<file path="src/rtl/signature_compactor.sv">
// Signature compactor: drives a free-running stimulus count to a design under
// observation and folds its masked observation channels into a rotating signature.
module signature_compactor #(
    parameter int STIM_W = 8,
    parameter int DATA_W = 8,
    parameter int ACC_W  = 16,
    parameter int NUM_CH = 4
) (
    input  logic                     clk,
    input  logic                     reset,
    input  logic                     start,
    input  logic                     abort,
    input  logic                     continuous,
    input  logic [DATA_W-1:0]        seed,
    input  logic [NUM_CH*DATA_W-1:0] ch_data,
    input  logic [NUM_CH-1:0]        ch_mask,
    output logic [STIM_W-1:0]        stimulus,
    output logic [ACC_W-1:0]         signature,
    output logic [ACC_W-1:0]         sig_hold,
    output logic                     busy,
    output logic                     done,
    output logic [7:0]               run_count
);

    typedef enum logic {IDLE = 1'b0, RUN = 1'b1} state_t;

    state_t              state_r, state_s;
    logic [STIM_W-1:0]   stim_r, stim_s;
    logic [ACC_W-1:0]    sig_r, sig_s;
    logic [ACC_W-1:0]    hold_r, hold_s;
    logic [DATA_W-1:0]   seed_r, seed_s;
    logic                done_r, done_s;
    logic [7:0]          rc_r, rc_s;
    logic [DATA_W-1:0]   scr_s;
    logic [ACC_W-1:0]    next_sig_s;
    logic                full_s;

    // Seed XORed with every channel whose mask bit is set.
    function automatic logic [DATA_W-1:0] scramble(
        input logic [DATA_W-1:0]        s,
        input logic [NUM_CH*DATA_W-1:0] d,
        input logic [NUM_CH-1:0]        m
    );
        logic [DATA_W-1:0] acc;
        acc = s;
        for (int k = 0; k < NUM_CH; k++) begin
            if (m[k]) begin
                acc = acc ^ d[k*DATA_W +: DATA_W];
            end else begin
                acc = acc;
            end
        end
        return acc;
    endfunction

    // One-bit left rotate of the accumulator with the low field replaced by the sum.
    function automatic logic [ACC_W-1:0] fold(
        input logic [ACC_W-1:0]  acc,
        input logic [DATA_W-1:0] scr
    );
        logic [DATA_W-1:0] add;
        add = acc[DATA_W-1:0] + scr;
        return {acc[ACC_W-2:DATA_W], add, acc[ACC_W-1]};
    endfunction

    assign scr_s      = scramble(seed_r, ch_data, ch_mask);
    assign next_sig_s = fold(sig_r, scr_s);
    assign full_s     = (stim_r == {STIM_W{1'b1}});

    // Next-state and datapath decode; every register holds unless a branch loads it.
    always_comb begin
        state_s = state_r;
        stim_s  = stim_r;
        sig_s   = sig_r;
        hold_s  = hold_r;
        seed_s  = seed_r;
        done_s  = 1'b0;
        rc_s    = rc_r;
        case (state_r)
            IDLE: begin
                if (start && !abort) begin
                    state_s = RUN;
                    stim_s  = {STIM_W{1'b0}};
                    sig_s   = {ACC_W{1'b0}};
                    seed_s  = seed;
                end else begin
                    state_s = IDLE;
                end
            end
            RUN: begin
                if (abort) begin
                    state_s = IDLE;
                end else if (!full_s) begin
                    sig_s  = next_sig_s;
                    stim_s = stim_r + {{(STIM_W-1){1'b0}}, 1'b1};
                end else begin
                    // Count is full: capture without a final fold.
                    hold_s = sig_r;
                    done_s = 1'b1;
                    rc_s   = rc_r + 8'd1;
                    if (continuous) begin
                        stim_s = {STIM_W{1'b0}};
                        sig_s  = {ACC_W{1'b0}};
                        seed_s = seed;
                    end else begin
                        state_s = IDLE;
                    end
                end
            end
            default: begin
                state_s = IDLE;
            end
        endcase
    end

    // State and output registers, cleared asynchronously.
    always_ff @(posedge clk or negedge reset) begin
        if (!reset) begin
            state_r <= IDLE;
            stim_r  <= {STIM_W{1'b0}};
            sig_r   <= {ACC_W{1'b0}};
            hold_r  <= {ACC_W{1'b0}};
            seed_r  <= {DATA_W{1'b0}};
            done_r  <= 1'b0;
            rc_r    <= 8'd0;
        end else begin
            state_r <= state_s;
            stim_r  <= stim_s;
            sig_r   <= sig_s;
            hold_r  <= hold_s;
            seed_r  <= seed_s;
            done_r  <= done_s;
            rc_r    <= rc_s;
        end
    end

    assign stimulus  = stim_r;
    assign signature = sig_r;
    assign sig_hold  = hold_r;
    assign busy      = (state_r == RUN);
    assign done      = done_r;
    assign run_count = rc_r;

endmodule
</file>
<file path="config.mk">
export PLATFORM = sky130hd
export DESIGN_NAME = signature_compactor
export DESIGN_NICKNAME = d
export VERILOG_FILES = /design/src/rtl/signature_compactor.sv
export SDC_FILE = /design/constraint.sdc
export NUM_CORES = 1
export LEC_CHECK = 0
export ABC_CLOCK_PERIOD_IN_PS = 3500
export BUFFER_PORTS_ARGS = -buffer_cell sky130_fd_sc_hd__buf_2
export CORE_MARGIN = 4
export CORE_UTILIZATION = 25
export CTS_CLUSTER_SIZE = 24
export DETAILED_ROUTE_END_ITERATION = 6
export GPL_TIMING_DRIVEN = 0
export PLACE_DENSITY = 0.43
export SLEW_MARGIN = 20
export SYNTH_ARGS = -nofsm -noshare
export SYNTH_HDL_FRONTEND = slang
export SYNTH_SLANG_ARGS = --single-unit
</file>
<file path="constraint.sdc">
create_clock -name clk -period 3.5 [get_ports clk]
set_clock_uncertainty 0.2 [all_clocks]
set_input_delay 0.175 -clock clk [delete_from_list [all_inputs] [get_ports clk]]
set_output_delay 0.175 -clock clk [all_outputs]
set_load 0.005 [all_outputs]
</file>
==> results.toml, run 1 <==
[sta]
max_slew_margin_pct = 50.1
drv_slew = 0
setup_tns_ns = 0
period_share_pct = 72.9
rsz0062_at_grt = "false"
fmax_ghz = 0.392
worstMarginPinSlew_ns = 0.748
setup_viol = 0
fin_ws_ns = 0.948
finalHoldViolCount = 0
period_needed_ns = 2.55

[setup_path]
endpoint_kind = "flip-flop"
path_max_fanout = 3
reg2regPathDepth = 8
reg2reg_to = "signature[6]"
cp_data_arrival_time_ns = 2.56
critPathLaunchType = "flip-flop"
r2r_start = "seed_r[2]"
critical_path_class = "flip-flop to flip-flop"
cp.required_ns = 3.51
r2r_slack_ns = 0.95

[layout]
fillers = 1252
n_antenna_cell = 0
syn_to_final_growth_pct = 35.9
fin_util_pct = 34.9
nets = 452
stdcell_count = 565
drive_above_1_share_pct = 38.5

[floorplanning]
row_count = 40
die_h_um = 119
die_w_um = 119
initial_core_util_pct = 25.7
core_um2 = 12100
num_io_pins = 99
dieArea_um2 = 14200

[global_route]
grt_overflow = 0
use_met1_pct = 14.1
grt_pass1_vias = 2441
use_met3_pct = 4.08
grt_pass1_wl_um = 12500
busiest_layer = "met2"
antenna_found_initial = 0
use_met2_pct = 17.5
grt_max_degree = 59
gr-usage-all-layers_pct = 11.1

[power]
ir_drop_mv = 0.202
p_per_area_nw_per_um2 = 556
p_leak_nw = 2.13

[synth]
synth_top_area_share_pct = 46.9
synth_area_um2 = 3100
seq_area_frac_synth_pct = 46.9
ys_top_cells_by_count = "58 x dfrtp_1, 49 x nand2_1, 27 x xnor2_1"
ys_top_cells_by_area = "dfrtp_1 47%, xnor2_1 7.6%, mux2_2 7.3%"
synthArstFlopShare_pct = 100
synth-edff-count = 0
synth-main-ff-cell = "dfrtp_1"
yosysWarnings = 0
ys_seq_elements = 58
synthDistinctLibCells = 43
yosysMostFrequentCell = "dfrtp_1"
synth.net_count = 337
syn_avg_cell_area_um2 = 11.2
syn_inst = 277
synth_area_leader_cell = "dfrtp_1"

[route]
wl_per_cell_um = 13.4
via_per_inst = 4.13
drtAntennaViolNets = 0
drtPass1Iterations = 4
wl_um = 7560
drtIter0Drc = 100
drc = 0
vias = 2335

[placement]
gp_congestion = 0.733
port_buffers = 94
post-place-ws_ns = 0.662
hpwl_um = 5860
dp_cells = 539

[clock_tree]
cts_resized = 0
clk_path_buf_depth = 2
clock_sinks = 58
insertion_delay_ns = 0.32
clk_root_buffer_cell = "clkbuf_16"
clk_pin_slew_worst_paths_ns = 0.05
cts_tree = "done"
cts_max_level = 3
cts-buffers-inserted = 9

[hold_path]
min-delay-start = "start"
hold_end = "stimulus[6]"
worstHoldPathCells = 3
hp-class = "primary input to flip-flop"

[job]
drv_cap = 0

[outcome]
status = "finished, final reports clean"
## repair_timing
action | CTS | global route
endpoints found under the hold margin | 67 | 0
buffers inserted | 0 | 0
hold buffers | 10 | 0
## metal layers
metal	vias up	part of all wire, %
li1	1165	-
met1	1071	46
met2	90	45
met3	9	7.6
met4	0	1.3
met5	-	0
## placed cells by master (no fill, tap or decap), types with 3 or more instances in the layout
master and instances:
a21oi_1 4, a22o_1 8, buf_2 93, buf_4 4
clkbuf_1 3, clkbuf_16 9, dfrtp_1 58, dlygate4sd3_1 10
ha_1 10, inv_1 7, mux2_2 20, mux2_4 5
nand2_1 49, nand4_1 4, nor2_1 8, o21ai_0 13
or3_1 3, xnor2_1 27, xor2_1 19
## through the flow
| step | hold slack (ns) | instance area, µm² | power [mW] |
|---|---|---|---|
| 6_report | 0.0339 | 4210 | 2.34 |
| 2_1_floorplan | -0.321 | 3100 | 1.19 |
| 5_1_grt | 0.0851 | 4210 | 2.49 |
| 3_3_place_gp | 0.210 | 3780 | 1.39 |
| 3_5_place_dp | 0.105 | 3780 | 1.40 |
| 4_1_cts | 0.0258 | 4210 | 2.39 |
## registers in the layout, summed over array words and instances, names as in the netlist
signal     flops
run_count      8
signature     16
sig_hold      16
busy           1
done           1
stimulus       8
seed_r         8
## how the worst max path moves through the flow
stage / startpoint / endpoint / slack [ns]
after floorplan: ch_mask[0] / signature[7] / 0.98
after global placement: ch_mask[0] / signature[6] / 0.69
after detailed placement: ch_mask[0] / signature[6] / 0.66
after CTS: seed_r[2] / signature[6] / 0.96
after global routing: seed_r[0] / signature[7] / 0.82
final: seed_r[2] / signature[6] / 0.95
## cell families (layout without fill, tap and decap cells)
| kind of cell | after synthesis | in the layout | synth area share [%] |
|---|---|---|---|
| adder cells (fa/ha/maj) | 11 | 11 | 4.69 |
| buffers and inverters | 18 | 138 | 3.11 |
| flip-flops | 58 | 58 | 46.9 |
| XOR/XNOR | 48 | 48 | 14.3 |
| AO/OA/AOI/OAI | 34 | 34 | 7.88 |
| AND/OR/NAND/NOR | 83 | 83 | 13.5 |
| multiplexers | 25 | 25 | 9.70 |
## area by class of cell
cell class,count,area [µm²],share of cell area [%]
plain buffers,10,66.3,1.58
well taps,168,210,5.00
multi-input cells,201,1550,36.8
clock buffers,10,239,5.68
flip-flops and latches,58,1450,34.5
repair buffers,104,573,13.6
clock inverters,6,88.8,2.11
inverters,8,30.0,0.714
## critical path: stages, from the launching register on
cell and delay [ns]:
dfrtp_1 0.39, xor2_1 0.18, xnor2_1 0.28, ha_1 0.32, a21oi_1 0.19, a21boi_1 0.14
o21a_1 0.20, or3_1 0.30, a32o_1 0.25
## report_power, final
part           internal (mW)  leakage, nW  switching, mW
registers              0.737        0.782         0.0768
logic                  0.294         1.20          0.271
clock network          0.643        0.155          0.317
total                   1.67         2.13          0.664
Note: power is estimated with default switching activity, not from simulation.
==> run 2, diff against run 1 <==
--- a/config.mk
+++ b/config.mk
@@ -5,7 +5,7 @@
 export SDC_FILE = /design/constraint.sdc
 export NUM_CORES = 1
 export LEC_CHECK = 0
-export ABC_CLOCK_PERIOD_IN_PS = 3500
+export ABC_CLOCK_PERIOD_IN_PS = 2600
 export BUFFER_PORTS_ARGS = -buffer_cell sky130_fd_sc_hd__buf_2
 export CORE_MARGIN = 4
 export CORE_UTILIZATION = 25
==> constraint.sdc (replaced) <==
create_clock -name clk -period 2.6 [get_ports clk]
set_clock_uncertainty 0.2 [all_clocks]
set_input_delay 0.13 -clock clk [delete_from_list [all_inputs] [get_ports clk]]
set_output_delay 0.13 -clock clk [all_outputs]
set_load 0.005 [all_outputs]
==> run 2 against run 1 <==
Compared with the run above:
- die area is the same
- register-to-register slack lost 0.83 ns
- global-route usage is essentially flat
- non-clock buffer count grew 2
- count of clock-buffer cells in the layout is the same
- via count grew 0.56%
- setup slack lost 0.83 ns
- highest routed layer unchanged
==> results.toml, run 2 (synthesis results as in run 1) <==
[outcome]
status = "finished, final reports clean"

[route]
wl_per_cell_um = 13.3
drtAntennaViolNets = 0
drtIter0Drc = 99
wl_um = 7540
drtPass1Iterations = 4
vias = 2348
drc = 0
via_per_inst = 4.14

[global_route]
grt_pass1_vias = 2444
use_met2_pct = 17.5
gr-usage-all-layers_pct = 11.1
grt_pass1_wl_um = 12500
use_met1_pct = 14.1
antenna_found_initial = 0
busiest_layer = "met2"
grt_overflow = 0
grt_max_degree = 59
use_met3_pct = 4.08

[power]
power_frac_clock_pct = 40.8
seqPwrFrac_pct = 34.7
p_leak_nw = 2.15
ir_drop_mv = 0.283
p_per_area_nw_per_um2 = 745
p_switching_mw = 0.896
combPwrFrac_pct = 24.5
intPower_mw = 2.27
power_switching_share_pct = 28.3

[setup_path]
critical_path_class = "flip-flop to flip-flop"
critPathLaunchType = "flip-flop"
cp.required_ns = 2.61
cp-endpoint = "signature[6]"
reg2regPathDepth = 8
path_max_fanout = 3
r2r_start = "seed_r[2]"
endpoint_kind = "flip-flop"
cp-startpoint = "seed_r[2]"
cp_data_arrival_time_ns = 2.50
reg2reg_to = "signature[6]"
r2r_slack_ns = 0.12

[clock_tree]
cts_max_level = 3
cts_tree = "done"
clock_sinks = 58
clk_pin_slew_worst_paths_ns = 0.05
clk_path_buf_depth = 2
clk_root_buffer_cell = "clkbuf_16"
insertion_delay_ns = 0.32
cts-buffers-inserted = 9

[sta]
setup_tns_ns = 0
fin_ws_ns = 0.116
drv_slew = 0
setup_viol = 0
period_share_pct = 95.5
worstMarginPinSlew_ns = 0.748
max_slew_margin_pct = 50.1
fmax_ghz = 0.403
period_needed_ns = 2.48
finalHoldViolCount = 0

[layout]
syn_to_final_growth_pct = 37.0
final_area_um2 = 4240
nets = 454
final_cell_mix = "93 x buf_2, 58 x dfrtp_1, 49 x nand2_1"
drive_above_1_share_pct = 39.3
ff_latch_area_um2 = 1450
fillers = 1251
n_antenna_cell = 0
layout_commonest_cell = "buf_2"
multi_input_area_um2 = 1570

[job]
drv_cap = 0

[floorplanning]
die_w_um = 119
core_um2 = 12100
die_h_um = 119
num_io_pins = 99
row_count = 40
dieArea_um2 = 14200
initial_core_util_pct = 25.7

[hold_path]
min-delay-start = "start"
hp-class = "primary input to flip-flop"

[placement]
post-place-ws_ns = -0.193
port_buffers = 94
gp_congestion = 0.733
hpwl_um = 5860
placed_cell_area_um2 = 3780
## run 2: cell types whose count changed in the layout (fill, tap and decap cells not counted)
cell	before	now
xnor2_1	27	26
xor2_1	19	18
dlygate4sd3_1	10	11
fa_1	1	0
fa_2	0	1
xor2_2	0	1
buf_4	4	5
xnor2_2	1	2
## run 2: stage by stage
step	cells	hold slack, ns	total power [mW]	utilization [%]
3_3_place_gp	539	0.165	1.87	31.3
6_report	567	0.0826	3.16	35.2
4_1_cts	566	0.0815	3.21	35.0
3_5_place_dp	539	0.0605	1.88	31.3
2_1_floorplan	277	-0.366	1.60	-
5_1_grt	567	0.120	3.37	35.2
## run 2: cell type report
cell class	instances	share of cell area (%)
tap	168	4.96
clock inverter	6	2.09
sequential	58	34.2
inverter	8	0.708
timing repair buffer	106	13.9
clock buffer	10	5.63
multi-input combinational	201	36.9
buffer	10	1.56
## run 2: power by group through the flow
stage,clock (mW),combinational [mW],sequential [mW]
3_5_place_dp,0,0.761,1.12
5_1_grt,1.38,0.876,1.11
3_3_place_gp,0,0.750,1.12
4_1_cts,1.33,0.776,1.10
6_report,1.29,0.775,1.10
2_1_floorplan,0,0.517,1.09
## run 2: what timing repair did
| action | CTS | global route |
|---|---|---|
| hold buffers | 11 | 0 |
| buffers inserted | 0 | 1 |
| endpoints found under the hold margin | 67 | 0 |
| endpoints found under the setup margin | 0 | 3 |
| resized for setup | 0 | 3 |
## run 2: worst max-delay path, stage by stage, from the launching register on
cell and delay (ns):
dfrtp_1 0.39, xor2_1 0.25, xnor2_2 0.17, ha_1 0.29, a21oi_1 0.19, a21boi_1 0.14, o21a_1 0.20, or3_1 0.31
a32o_1 0.25
## run 2: worst min path at each step
stage | endpoint | slack [ns] | cells after the start
CTS | busy | 0.08 | 4
global route | busy | 0.12 | 4
finish | busy | 0.08 | 4
floorplan | busy | -0.37 | 0
detailed placement | run_count[7] | 0.06 | 1
global placement | seed_r[3] | 0.16 | 2
## run 2: layer usage
metal  part of all wire, %  routed length (µm)  vias up
li1                      -                   -     1169
met1                    46                3440     1085
met2                    46                3440       85
met3                   7.3                 553        9
met4                   1.3                 101        0
met5                     0                   0        -
==> run 3, diff against run 2 <==
--- a/config.mk
+++ b/config.mk
@@ -7,12 +7,12 @@
 export LEC_CHECK = 0
 export ABC_CLOCK_PERIOD_IN_PS = 2600
 export BUFFER_PORTS_ARGS = -buffer_cell sky130_fd_sc_hd__buf_2
+export CAP_MARGIN = 5
 export CORE_MARGIN = 4
-export CORE_UTILIZATION = 25
+export CORE_UTILIZATION = 34
 export CTS_CLUSTER_SIZE = 24
 export DETAILED_ROUTE_END_ITERATION = 6
 export GPL_TIMING_DRIVEN = 0
-export PLACE_DENSITY = 0.43
 export SLEW_MARGIN = 20
 export SYNTH_ARGS = -nofsm -noshare
 export SYNTH_HDL_FRONTEND = slang
==> run 3 against run 2 <==
Compared with the run above:
- fmax up 1.7%
- setup slack gained 0.042 ns
- design area is 5.3% lower
- flip-flop and latch count is the same
- clock power is 42% lower
- sequential power about the same
- non-clock buffer count decreased by 1
- via count is 1.4% higher
- count of clock-buffer cells in the layout stayed put
- largest power group is now sequential cells
- highest routed layer unchanged
==> results.toml, run 3 (synthesis results as in run 1) <==
[global_route]
gr-usage-all-layers_pct = 14.3
grt_pass1_vias = 2457
grt_overflow = 0
grt_max_degree = 59
grt_pass1_wl_um = 11700
antenna_found_initial = 0

[sta]
rsz0062_at_grt = "false"
period_needed_ns = 2.44
fin_ws_ns = 0.158
max_slew_margin_pct = 51.2
fmax_ghz = 0.409
finalHoldViolCount = 0
setup_viol = 0
worstMarginPinSlew_ns = 0.731
period_share_pct = 93.9
drv_slew = 0

[clock_tree]
clk_root_buffer_cell = "clkbuf_8"
clk_path_buf_depth = 2
clk_pin_slew_worst_paths_ns = 0.07
cts_tree = "done"
cts_max_level = 3
clock_sinks = 58
insertion_delay_ns = 0.34
cts-buffers-inserted = 9

[layout]
syn_to_final_growth_pct = 29.7
drive_above_1_share_pct = 39.4
fin_util_pct = 45.6
final_cell_mix = "93 x buf_2, 58 x dfrtp_1, 49 x nand2_1"
stdcell_count = 506
n_antenna_cell = 0
final_area_um2 = 4020
fillers = 839
layout_commonest_cell = "buf_2"
nets = 453

[route]
drtPass1Iterations = 4
drtIter0Drc = 71
wl_per_cell_um = 13.9
vias = 2380
drc = 0
via_per_inst = 4.70
wl_um = 7040
drtAntennaViolNets = 0

[placement]
placed_cell_area_um2 = 3700
post-place-ws_ns = -0.189
port_buffers = 94
dp_cells = 479
gp_congestion = 0.765
hpwl_um = 5430

[floorplanning]
initial_core_util_pct = 35.2
die_w_um = 103
num_io_pins = 99
row_count = 34
dieArea_um2 = 10700
core_um2 = 8810
die_h_um = 103

[power]
p_per_area_nw_per_um2 = 651
p_total_mw = 2.61
ir_drop_mv = 0.279
p_leak_nw = 2.08

[outcome]
status = "finished, final reports clean"

[setup_path]
endpoint_kind = "flip-flop"
cp_data_arrival_time_ns = 2.46
critical_path_class = "flip-flop to flip-flop"
critPathLaunchType = "flip-flop"
path_max_fanout = 7
cp.required_ns = 2.62

[job]
drv_cap = 0

[hold_path]
hp-class = "primary input to flip-flop"
==> run 3: area by class of cell <==
| class | instances | area (µm²) | area share [%] |
|---|---|---|---|
| Buffer | 10 | 66.3 | 1.65 |
| Clock buffer | 10 | 138 | 3.43 |
| Clock inverter | 6 | 42.5 | 1.06 |
| Inverter | 8 | 30.0 | 0.748 |
| Multi-Input combinational cell | 201 | 1570 | 39.1 |
| Sequential cell | 58 | 1450 | 36.1 |
| Tap cell | 108 | 135 | 3.36 |
| Timing Repair Buffer | 105 | 583 | 14.5 |
==> run 3: metrics by stage <==
stage,TNS (ns),hold slack (ns)
2_1_floorplan,0,-0.366
3_5_place_dp,-0.366,0.0435
4_1_cts,0,0.0360
5_1_grt,0,0.0668
6_report,0,0.0486
3_3_place_gp,-0.244,0.164
==> run 3: power breakdown <==
group / total, mW / internal (mW) / switching [mW]
clock: 0.750 / 0.371 / 0.380
sequential: 1.10 / 0.990 / 0.106
combinational: 0.768 / 0.406 / 0.362
==> run 3: path summary, 6_finish.rpt <==
path	from	endpoint	slack, ns	cells after the start
min in group asynchronous	reset	run_count[7]	0.18	2
max in group asynchronous	reset	seed_r[5]	1.51	2
min reg2reg	run_count[7]	run_count[7]	0.27	1
min	continuous	busy	0.05	4
max reg2reg	stimulus[0]	stimulus[6]	0.16	7
max	stimulus[0]	stimulus[6]	0.16	7
==> run 3: timing repair <==
action / in CTS / in global routing
gates resized for setup: 0 / 6
endpoints found under the hold margin: 67 / 0
hold buffers: 11 / 0
setup endpoints to repair: 0 / 2
buffers inserted: 0 / 0
==> run 3: critical path, cell delays in order, from the launching register on <==
cell and delay (ns):
dfrtp_1 0.42, ha_1 0.24, nand3_4 0.15, o31ai_4 0.44, nor3_1 0.11, xnor2_1 0.16, a21oi_1 0.05, dlygate4sd3_1 0.55
==> run 3: routing by layer <==
layer,track usage [%],vias up,wire (µm)
li1,-,1169,-
met4,4.78,0,92
met1,18.0,1108,3190
met3,3.89,11,494
met2,23.7,92,3260
met5,0,-,0
